`src/rtl/pc_if_stage_pkg.sv`:
```
// Shared constants and FSM encoding for the PC / instruction-fetch stage.
package pc_if_stage_pkg;

  localparam int unsigned NBITS     = 32;
  localparam int unsigned CNT_W     = 32;
  localparam logic [31:0] HALT_WORD = 32'hFFFF_FFFF;
  localparam logic [31:0] NOP_WORD  = 32'h0000_0000;

  typedef enum logic {
    ST_RUN  = 1'b0,
    ST_HALT = 1'b1
  } state_e;

endpackage

```
`src/rtl/pc_if_stage_ifid_reg.sv`:
```
// IF/ID pipeline register: flush (bubble) beats load, otherwise holds.
module ifid_reg #(
  parameter int unsigned NBITS = 32
) (
  input  logic             i_clk,
  input  logic             i_rst_n,
  input  logic             i_load,
  input  logic             i_flush,
  input  logic [NBITS-1:0] i_instr,
  input  logic [NBITS-1:0] i_pc4,
  output logic [NBITS-1:0] o_instr,
  output logic [NBITS-1:0] o_pc4,
  output logic             o_valid
);
  import pc_if_stage_pkg::*;

  logic [NBITS-1:0] instr_q, instr_d;
  logic [NBITS-1:0] pc4_q, pc4_d;
  logic             valid_q, valid_d;

  always_comb begin
    instr_d = instr_q;
    pc4_d   = pc4_q;
    valid_d = valid_q;
    if (i_flush) begin
      instr_d = NBITS'(NOP_WORD);
      pc4_d   = '0;
      valid_d = 1'b0;
    end else if (i_load) begin
      instr_d = i_instr;
      pc4_d   = i_pc4;
      valid_d = 1'b1;
    end
  end

  always_ff @(posedge i_clk) begin
    if (!i_rst_n) begin
      instr_q <= NBITS'(NOP_WORD);
      pc4_q   <= '0;
      valid_q <= 1'b0;
    end else begin
      instr_q <= instr_d;
      pc4_q   <= pc4_d;
      valid_q <= valid_d;
    end
  end

  assign o_instr = instr_q;
  assign o_pc4   = pc4_q;
  assign o_valid = valid_q;

endmodule

```
`src/rtl/pc_if_stage.sv`:
```
// Fetch stage: PC register, RUN/HALT FSM, RUN-cycle counter and IF/ID register.
module pc_if_stage #(
  parameter int unsigned      NBITS     = pc_if_stage_pkg::NBITS,
  parameter logic [NBITS-1:0] HALT_WORD = NBITS'(pc_if_stage_pkg::HALT_WORD)
) (
  input  logic             i_clk,
  input  logic             i_rst_n,
  input  logic             i_Enable,
  input  logic             i_Stall,
  input  logic             i_Flush,
  input  logic [NBITS-1:0] i_MuxPC,
  input  logic [NBITS-1:0] i_Instruccion,
  output logic [NBITS-1:0] o_PC,
  output logic [NBITS-1:0] o_PC4,
  output logic [NBITS-1:0] o_IFID_Instr,
  output logic [NBITS-1:0] o_IFID_PC4,
  output logic             o_IFID_Valid,
  output logic             o_Halt,
  output logic [31:0]      o_CycleCount
);
  import pc_if_stage_pkg::*;

  state_e           state_q, state_d;
  logic [NBITS-1:0] pc_q, pc_d;
  logic [CNT_W-1:0] cnt_q, cnt_d;
  logic             halt_q, halt_d;
  logic             ifid_load, ifid_flush;
  logic [NBITS-1:0] pc4;

  assign pc4 = pc_q + NBITS'(4);

  // Next-state: flush wins, HALT emits bubbles, a fetched HALT_WORD parks the PC.
  always_comb begin
    state_d    = state_q;
    pc_d       = pc_q;
    cnt_d      = cnt_q;
    ifid_load  = 1'b0;
    ifid_flush = 1'b0;
    if (i_Enable) begin
      if (state_q == ST_RUN && cnt_q != {CNT_W{1'b1}})
        cnt_d = cnt_q + CNT_W'(1);
      if (i_Flush) begin
        ifid_flush = 1'b1;
        pc_d       = i_MuxPC;
        state_d    = ST_RUN;
      end else if (state_q == ST_HALT) begin
        ifid_flush = 1'b1;
      end else if (!i_Stall) begin
        ifid_load = 1'b1;
        if (i_Instruccion == HALT_WORD) state_d = ST_HALT;
        else                            pc_d    = i_MuxPC;
      end
    end
    halt_d = (state_d == ST_HALT);
  end

  always_ff @(posedge i_clk) begin
    if (!i_rst_n) begin
      state_q <= ST_RUN;
      pc_q    <= '0;
      cnt_q   <= '0;
      halt_q  <= 1'b0;
    end else begin
      state_q <= state_d;
      pc_q    <= pc_d;
      cnt_q   <= cnt_d;
      halt_q  <= halt_d;
    end
  end

  ifid_reg #(.NBITS(NBITS)) u_ifid (
    .i_clk   (i_clk),
    .i_rst_n (i_rst_n),
    .i_load  (ifid_load),
    .i_flush (ifid_flush),
    .i_instr (i_Instruccion),
    .i_pc4   (pc4),
    .o_instr (o_IFID_Instr),
    .o_pc4   (o_IFID_PC4),
    .o_valid (o_IFID_Valid)
  );

  assign o_PC         = pc_q;
  assign o_PC4        = pc4;
  assign o_Halt       = halt_q;
  assign o_CycleCount = 32'(cnt_q);

endmodule

```
`config.mk`:
```
export PLATFORM = sky130hd
export DESIGN_NAME = pc_if_stage
export DESIGN_NICKNAME = d
export VERILOG_FILES = /design/src/rtl/pc_if_stage_pkg.sv /design/src/rtl/pc_if_stage_ifid_reg.sv /design/src/rtl/pc_if_stage.sv
export SDC_FILE = /design/constraint.sdc
export NUM_CORES = 1
export LEC_CHECK = 0
export CAP_MARGIN = 15
export CORE_UTILIZATION = 30
export DETAILED_ROUTE_END_ITERATION = 7
export PLACE_DENSITY = 0.59
export SLEW_MARGIN = 20
export SYNTH_ARGS = -nofsm -noshare
export SYNTH_HDL_FRONTEND = slang
export SYNTH_SLANG_ARGS = --single-unit
```
`constraint.sdc`:
```
create_clock -name i_clk -period 6.5 [get_ports i_clk]
set_input_delay 1.3 -clock i_clk [delete_from_list [all_inputs] [get_ports i_clk]]
set_output_delay 1.3 -clock i_clk [all_outputs]
set_load 0.05 [all_outputs]
```
==> results of run 1 <==
## placed cells by master (no fill, tap or decap), types with 3 or more instances in the layout
master / n
clkbuf_16: 17
xor2_1: 16
o31ai_1: 10
and4_1: 10
clkinvlp_4: 3
or4_1: 13
a21oi_1: 52
inv_1: 9
nor2_1: 62
mux2i_1: 39
clkdlybuf4s50_1: 229
bufinv_16: 5
nor3_1: 15
a21oi_2: 7
nand2b_1: 8
and3_1: 10
buf_4: 5
a211oi_1: 3
inv_6: 4
nor4_1: 8
xnor2_1: 15
nand3_1: 25
o21ai_2: 3
and2_1: 4
nand2_1: 174
o21a_1: 16
nand4_1: 24
o21ai_0: 8
dfxtp_1: 130
or3_1: 9
## kinds of logic (layout without fill, tap and decap cells)
kind of cell	Yosys count	after routing
flip-flops	130	130
buffers and inverters	58	276
AND/OR/NAND/NOR	381	381
XOR/XNOR	31	31
multiplexers	39	39
AO/OA/AOI/OAI	110	110
adder cells (fa/ha/maj)	2	2
## worst max-delay path: cells and delay by family (launching register included)
| family | cells | cell delay [ns] |
|---|---|---|
| buffers and inverters | 1 | 0.88 |
| AND/OR/NAND/NOR | 3 | 1.19 |
| XOR/XNOR | 1 | 0.36 |
| flip-flops | 1 | 0.46 |
## power by group through the flow
stage / logic, mW / registers (mW) / clock network, mW
2_1_floorplan: 0.138 / 0.953 / 0
3_5_place_dp: 0.377 / 0.870 / 0
4_1_cts: 0.380 / 0.853 / 1.10
6_report: 0.376 / 0.853 / 1.07
3_3_place_gp: 0.380 / 0.869 / 0
5_1_grt: 0.397 / 0.857 / 1.14
## worst max-delay path by stage
stage | startpoint | end | slack (ns) | cells past startpoint
final | o_PC[17] | o_PC4[27] | 1.89 | 5
after global routing | o_PC[17] | o_PC4[27] | 1.72 | 5
after CTS | o_PC[17] | o_PC4[28] | 1.90 | 5
after detailed placement | o_PC[17] | o_PC4[28] | 2.37 | 5
after global placement | o_PC[17] | o_PC4[26] | 2.40 | 5
after floorplan | o_PC[10] | o_PC4[24] | 2.50 | 5
## flip-flops by register name (all words and copies together), names as in the netlist
name,cells
o_CycleCount,32
u_ifid.o_instr,32
o_Halt,1
u_ifid.o_valid,1
u_ifid.o_pc4,32
o_PC,32
## metal layers
layer | part of all wire [%] | global-route usage (%) | vias to the layer above | wire, µm
met4 | 0.68 | 5.152 | 0 | 136
li1 | - | - | 3024 | -
met3 | 6.5 | 6.854 | 7 | 1301
met5 | 0 | 0 | - | 0
met1 | 46 | 25.04 | 2758 | 9271
met2 | 46 | 30.29 | 158 | 9277
## final cells by class
| cell class | instances | area share [%] |
|---|---|---|
| Multi-Input combinational cell | 563 | 35.30 |
| Clock buffer | 17 | 4.620 |
| Clock inverter | 15 | 2.500 |
| Timing Repair Buffer | 235 | 25.35 |
| Inverter | 9 | 0.3668 |
| Tap cell | 265 | 3.601 |
| Sequential cell | 130 | 28.26 |
==> flow_summary.ini, run 1 <==
[timing]
finalHoldViolCount = 0
setup_viol = 0
tightest_slew_ns = 1.060
min_period_over_period_pct = 70.88
fin_ws_ns = 1.893
fmax_ghz = 0.2171
rsz0062_at_grt = false
finalSetupTns_ns = 0
fin_skew_ns = 0.01046
period_minus_slack_ns = 4.607
slew_violations = 0
timing.hold.ws_ns = 0.4532
slew_headroom_pct = 29.35

[critical_path]
arrival_ns = 3.31
worstPathRequired_ns = 5.20
r2r_start = o_CycleCount[1]
setup.worst_path.end_class = output pin
critical_path_class = flop to output pin
start_kind = flop
timing.rr.end = o_CycleCount[16]
crit_chain = nand4_1 > or4_1 > nor3_1 > xor2_1 > clkdlybuf4s50_1
r2r_cells = 5
slowest_stage = clkdlybuf4s50_1
max_stage_delay_ns = 0.88
worstPathMaxFanout = 8
r2r_slack_ns = 4.10

[clocking]
clk_latency_ns = 0.42
numCtsBuffers = 17
ctsResizeCount = 0
cts_hold_buf = 0
post-cts-setup-buffers = 0
cts_max_level = 4
clkSinkCount = 130
cts_buffer_depth = 2
cts.clk_slew.worst_paths_ns = 0.06
cts_tree = yes
clockRootBuffer = clkbuf_16

[route]
num_vias = 5947
drt_wl_total_um = 19990
ant_nets = 0
drc_errors = 0
drt_pass1_iterations = 4
wl_per_cell_um = 16.20
via_per_inst = 4.819
drt_iter0_markers = 249

[floorplan]
coreArea_um2 = 19720
start_util_pct = 30.93
row_count = 51
fp.dieH_um = 144.6
boundaryPins = 231
design.die.area_um2 = 20910
die_w_um = 144.6

[logic_synthesis]
yosysTopAreaCell = dfxtp_1
synth_most_common_cell = nand2_1
async_flop_share_pct = 0
synth_xor_area_share_pct = 4.451
synth_top_cell_area_share_pct = 42.67
yosysWarnings = 0
synthCells = 751
synth-edff-count = 0
synth_area_leaders = dfxtp_1 43%, nand2_1 11%, mux2i_1 6.4%, a21oi_1 4.3%, nor2_1 3.8%
yosysSeqAreaShare_pct = 42.67
synth_common_cells = 175 x nand2_1, 130 x dfxtp_1, 62 x nor2_1
syn_nets = 822
synth_top_family_by_area = simple AND/OR/NAND/NOR gates
synthSimpleGateAreaFrac_pct = 30.28
synth_fa_ha_area_share_pct = 0.4103
ys_seq_elements = 130
synth-compound-area-share_pct = 11.59
syn_avg_cell_area_um2 = 8.122
mappedNetlistArea_um2 = 6100
synth_cell_types = 53
dominantRegCellSynth = dfxtp_1
synth_mux_area_share_pct = 6.400

[cells_and_area]
fin_nets = 1027
seqCellArea_um2 = 2603
multi_input_area_um2 = 3251
n_antenna_cell = 0
fillers = 1935
fin_util_pct = 46.70
drive_gt1_share_pct = 6.502
fin_area_um2 = 9209
syn2layout_area_growth_pct = 50.97
finalNonFillerCells = 1234

[place]
numPlacedInstances = 1202
gp_congestion = 0.7911
dp_hpwl_um = 14080
dpl_worst_slack_ns = 2.371
place_area_um2 = 8553
io_buffers = 230

[global_route]
gr-usage-all-layers_pct = 19.36
grt_pass1_wl_um = 30680
grt_pass1_vias = 5532
antenna_found_initial = 0
overflow = 0
grt_max_degree = 85

[power_and_ir_drop]
ir_drop_mv = 0.1644
sw_frac_of_total_pct = 28.46
p_leak_nw = 3.287
p_seq_share_pct = 37.1
comb_power_share_pct = 16.4
pwr-share-clk_pct = 46.5
p_sw_uw = 654.0
power_report.internal_total_mw = 1.644
p_per_area_nw_per_um2 = 249.5
power_mw = 2.298

[run]
max_cap_violations = 0

[min_path]
whs_path_depth = 2
hold_start = u_ifid.o_instr[8]
worstHoldPathType = flop to flop
holdPathEnd = u_ifid.o_instr[8]

[outcome]
status = finished, final reports clean
(Power assumes the default switching activity.)
==> run 2, diff against run 1 <==
==> constraint.sdc (replaced) <==
create_clock -name i_clk -period 4.8 [get_ports i_clk]
set_input_delay 0.96 -clock i_clk [delete_from_list [all_inputs] [get_ports i_clk]]
set_output_delay 0.96 -clock i_clk [all_outputs]
set_load 0.05 [all_outputs]
==> flow_summary.ini, run 2 (synthesis gave the netlist of run 1 again) <==
[global_route]
antenna_found_initial = 0
grt_pass1_vias = 5730
grt_pass1_wl_um = 31370
gr-usage-all-layers_pct = 19.75
overflow = 0
grt_max_degree = 75

[timing]
fin_ws_ns = 0.4843
setup_viol = 0
fmax_ghz = 0.2317
rsz0062_at_grt = false
tightest_slew_ns = 1.088
fin_skew_ns = 0.008800
min_period_over_period_pct = 89.91
finalHoldViolCount = 0
slew_headroom_pct = 27.46
finalSetupTns_ns = 0
period_minus_slack_ns = 4.316
slew_violations = 0

[cells_and_area]
fin_nets = 1028
multi_input_area_um2 = 3251
fillers = 1925
syn2layout_area_growth_pct = 50.09
drive_gt1_share_pct = 6.295
final_cell_mix = 229 x clkdlybuf4s50_1, 174 x nand2_1, 130 x dfxtp_1, 62 x nor2_1, 52 x a21oi_1
seqCellArea_um2 = 2603
n_antenna_cell = 0
fin_area_um2 = 9155
layout_commonest_cell = clkdlybuf4s50_1

[floorplan]
coreArea_um2 = 19720
start_util_pct = 30.93
row_count = 51
design.die.area_um2 = 20910
die_w_um = 144.6
boundaryPins = 231
fp.dieH_um = 144.6

[route]
drt_pass1_iterations = 4
drt_wl_total_um = 20310
via_per_inst = 4.915
num_vias = 6065
ant_nets = 0
drc_errors = 0
drt_iter0_markers = 275
wl_per_cell_um = 16.46

[place]
dpl_worst_slack_ns = 0.9732
gp_congestion = 0.7947
dp_hpwl_um = 14370
io_buffers = 230
place_area_um2 = 8561

[critical_path]
critical_path_class = flop to output pin
worstPathMaxFanout = 8
cpLargestDelayFamily = simple AND/OR/NAND/NOR gates
arrival_ns = 3.36
max_stage_delay_ns = 0.88
worstPathRequired_ns = 3.84
crit_chain = nand4_1 > or4_1 > nor3_1 > xor2_1 > clkdlybuf4s50_1
start_kind = flop
setup.worst_path.end_class = output pin
critPathBufInv = 1
slowest_stage = clkdlybuf4s50_1

[clocking]
cts.clk_slew.worst_paths_ns = 0.06
cts_tree = yes
clkSinkCount = 130
ctsResizeCount = 0
cts_hold_buf = 0
clk_latency_ns = 0.42
numCtsBuffers = 17
cts_max_level = 4
clockRootBuffer = clkbuf_16
post-cts-setup-buffers = 0
cts_buffer_depth = 2

[power_and_ir_drop]
ir_drop_mv = 0.2330
p_leak_nw = 3.269
p_per_area_nw_per_um2 = 327.3

[run]
max_cap_violations = 0

[outcome]
status = finished, final reports clean

[min_path]
worstHoldPathType = flop to flop
-- run 2: cell count changes in the layout (fill, tap and decap cells not counted), sizes merged --
cell and delta:
bufinv -2, clkinvlp -1, inv -4, clkbuf +4, clkinv +2, buf +1
-- run 2: through the flow --
| step | power (mW) | instances | util (%) | hold WS [ns] |
|---|---|---|---|---|
| after floorplan | 1.478 | 751 | - | 0.6749 |
| after global placement | 1.692 | 1203 | 43.42 | 0.4414 |
| after detailed placement | 1.692 | 1203 | 43.42 | 0.4453 |
| after CTS | 3.036 | 1234 | 46.43 | 0.4530 |
| after global routing | 3.122 | 1234 | 46.43 | 0.4699 |
| final | 2.996 | 1234 | 46.43 | 0.4511 |
-- run 2: report_power, final --
group          internal, mW  leakage [nW]  switching (mW)
sequential             1.12          1.06          0.0402
combinational         0.183          1.92           0.329
clock                 0.838         0.289           0.491
-- run 2: path summary, 6_finish.rpt --
check | end | slack (ns) | from | cells after the start
hold / removal | u_ifid.o_instr[14] | 0.45 | u_ifid.o_instr[14] | 2
setup / recovery | o_PC4[27] | 0.48 | o_PC[17] | 5
setup reg to reg | u_ifid.o_instr[15] | 2.27 | o_Halt | 5
hold reg to reg | u_ifid.o_instr[14] | 0.45 | u_ifid.o_instr[14] | 2
-- run 2: per-layer routing --
metal  wire, µm  part of all wire, %  global-route usage (%)  vias to the layer above
met5          0                    0                       0                        -
met2       9381                   46                   31.71                      175
met3       1248                  6.1                   5.066                       24
li1           -                    -                       -                     3023
met1       9317                   46                   25.36                     2843
met4        361                  1.8                   7.202                        0
-- run 2: final cells by class --
class | instances | share of cell area, %
clock buffer | 21 | 5.029
clock inverter | 10 | 1.462
inverter | 9 | 0.3690
multi-input combinational | 563 | 35.51
sequential | 130 | 28.43
tap | 265 | 3.622
timing repair buffer | 236 | 25.58
-- run 2: worst min-delay path, cell delays in order (launching register included) --
cell	delay (ns)
dfxtp_1	0.30
nand2_1	0.05
a21oi_1	0.05
==> run 3, diff against run 2 <==
--- a/config.mk
+++ b/config.mk
@@ -5,6 +5,7 @@
 export SDC_FILE = /design/constraint.sdc
 export NUM_CORES = 1
 export LEC_CHECK = 0
+export ABC_CLOCK_PERIOD_IN_PS = 4800
 export CAP_MARGIN = 15
 export CORE_UTILIZATION = 30
 export DETAILED_ROUTE_END_ITERATION = 7
==> results of run 3 <==
The final DEF is identical to that of run 2; final timing and power are the same.
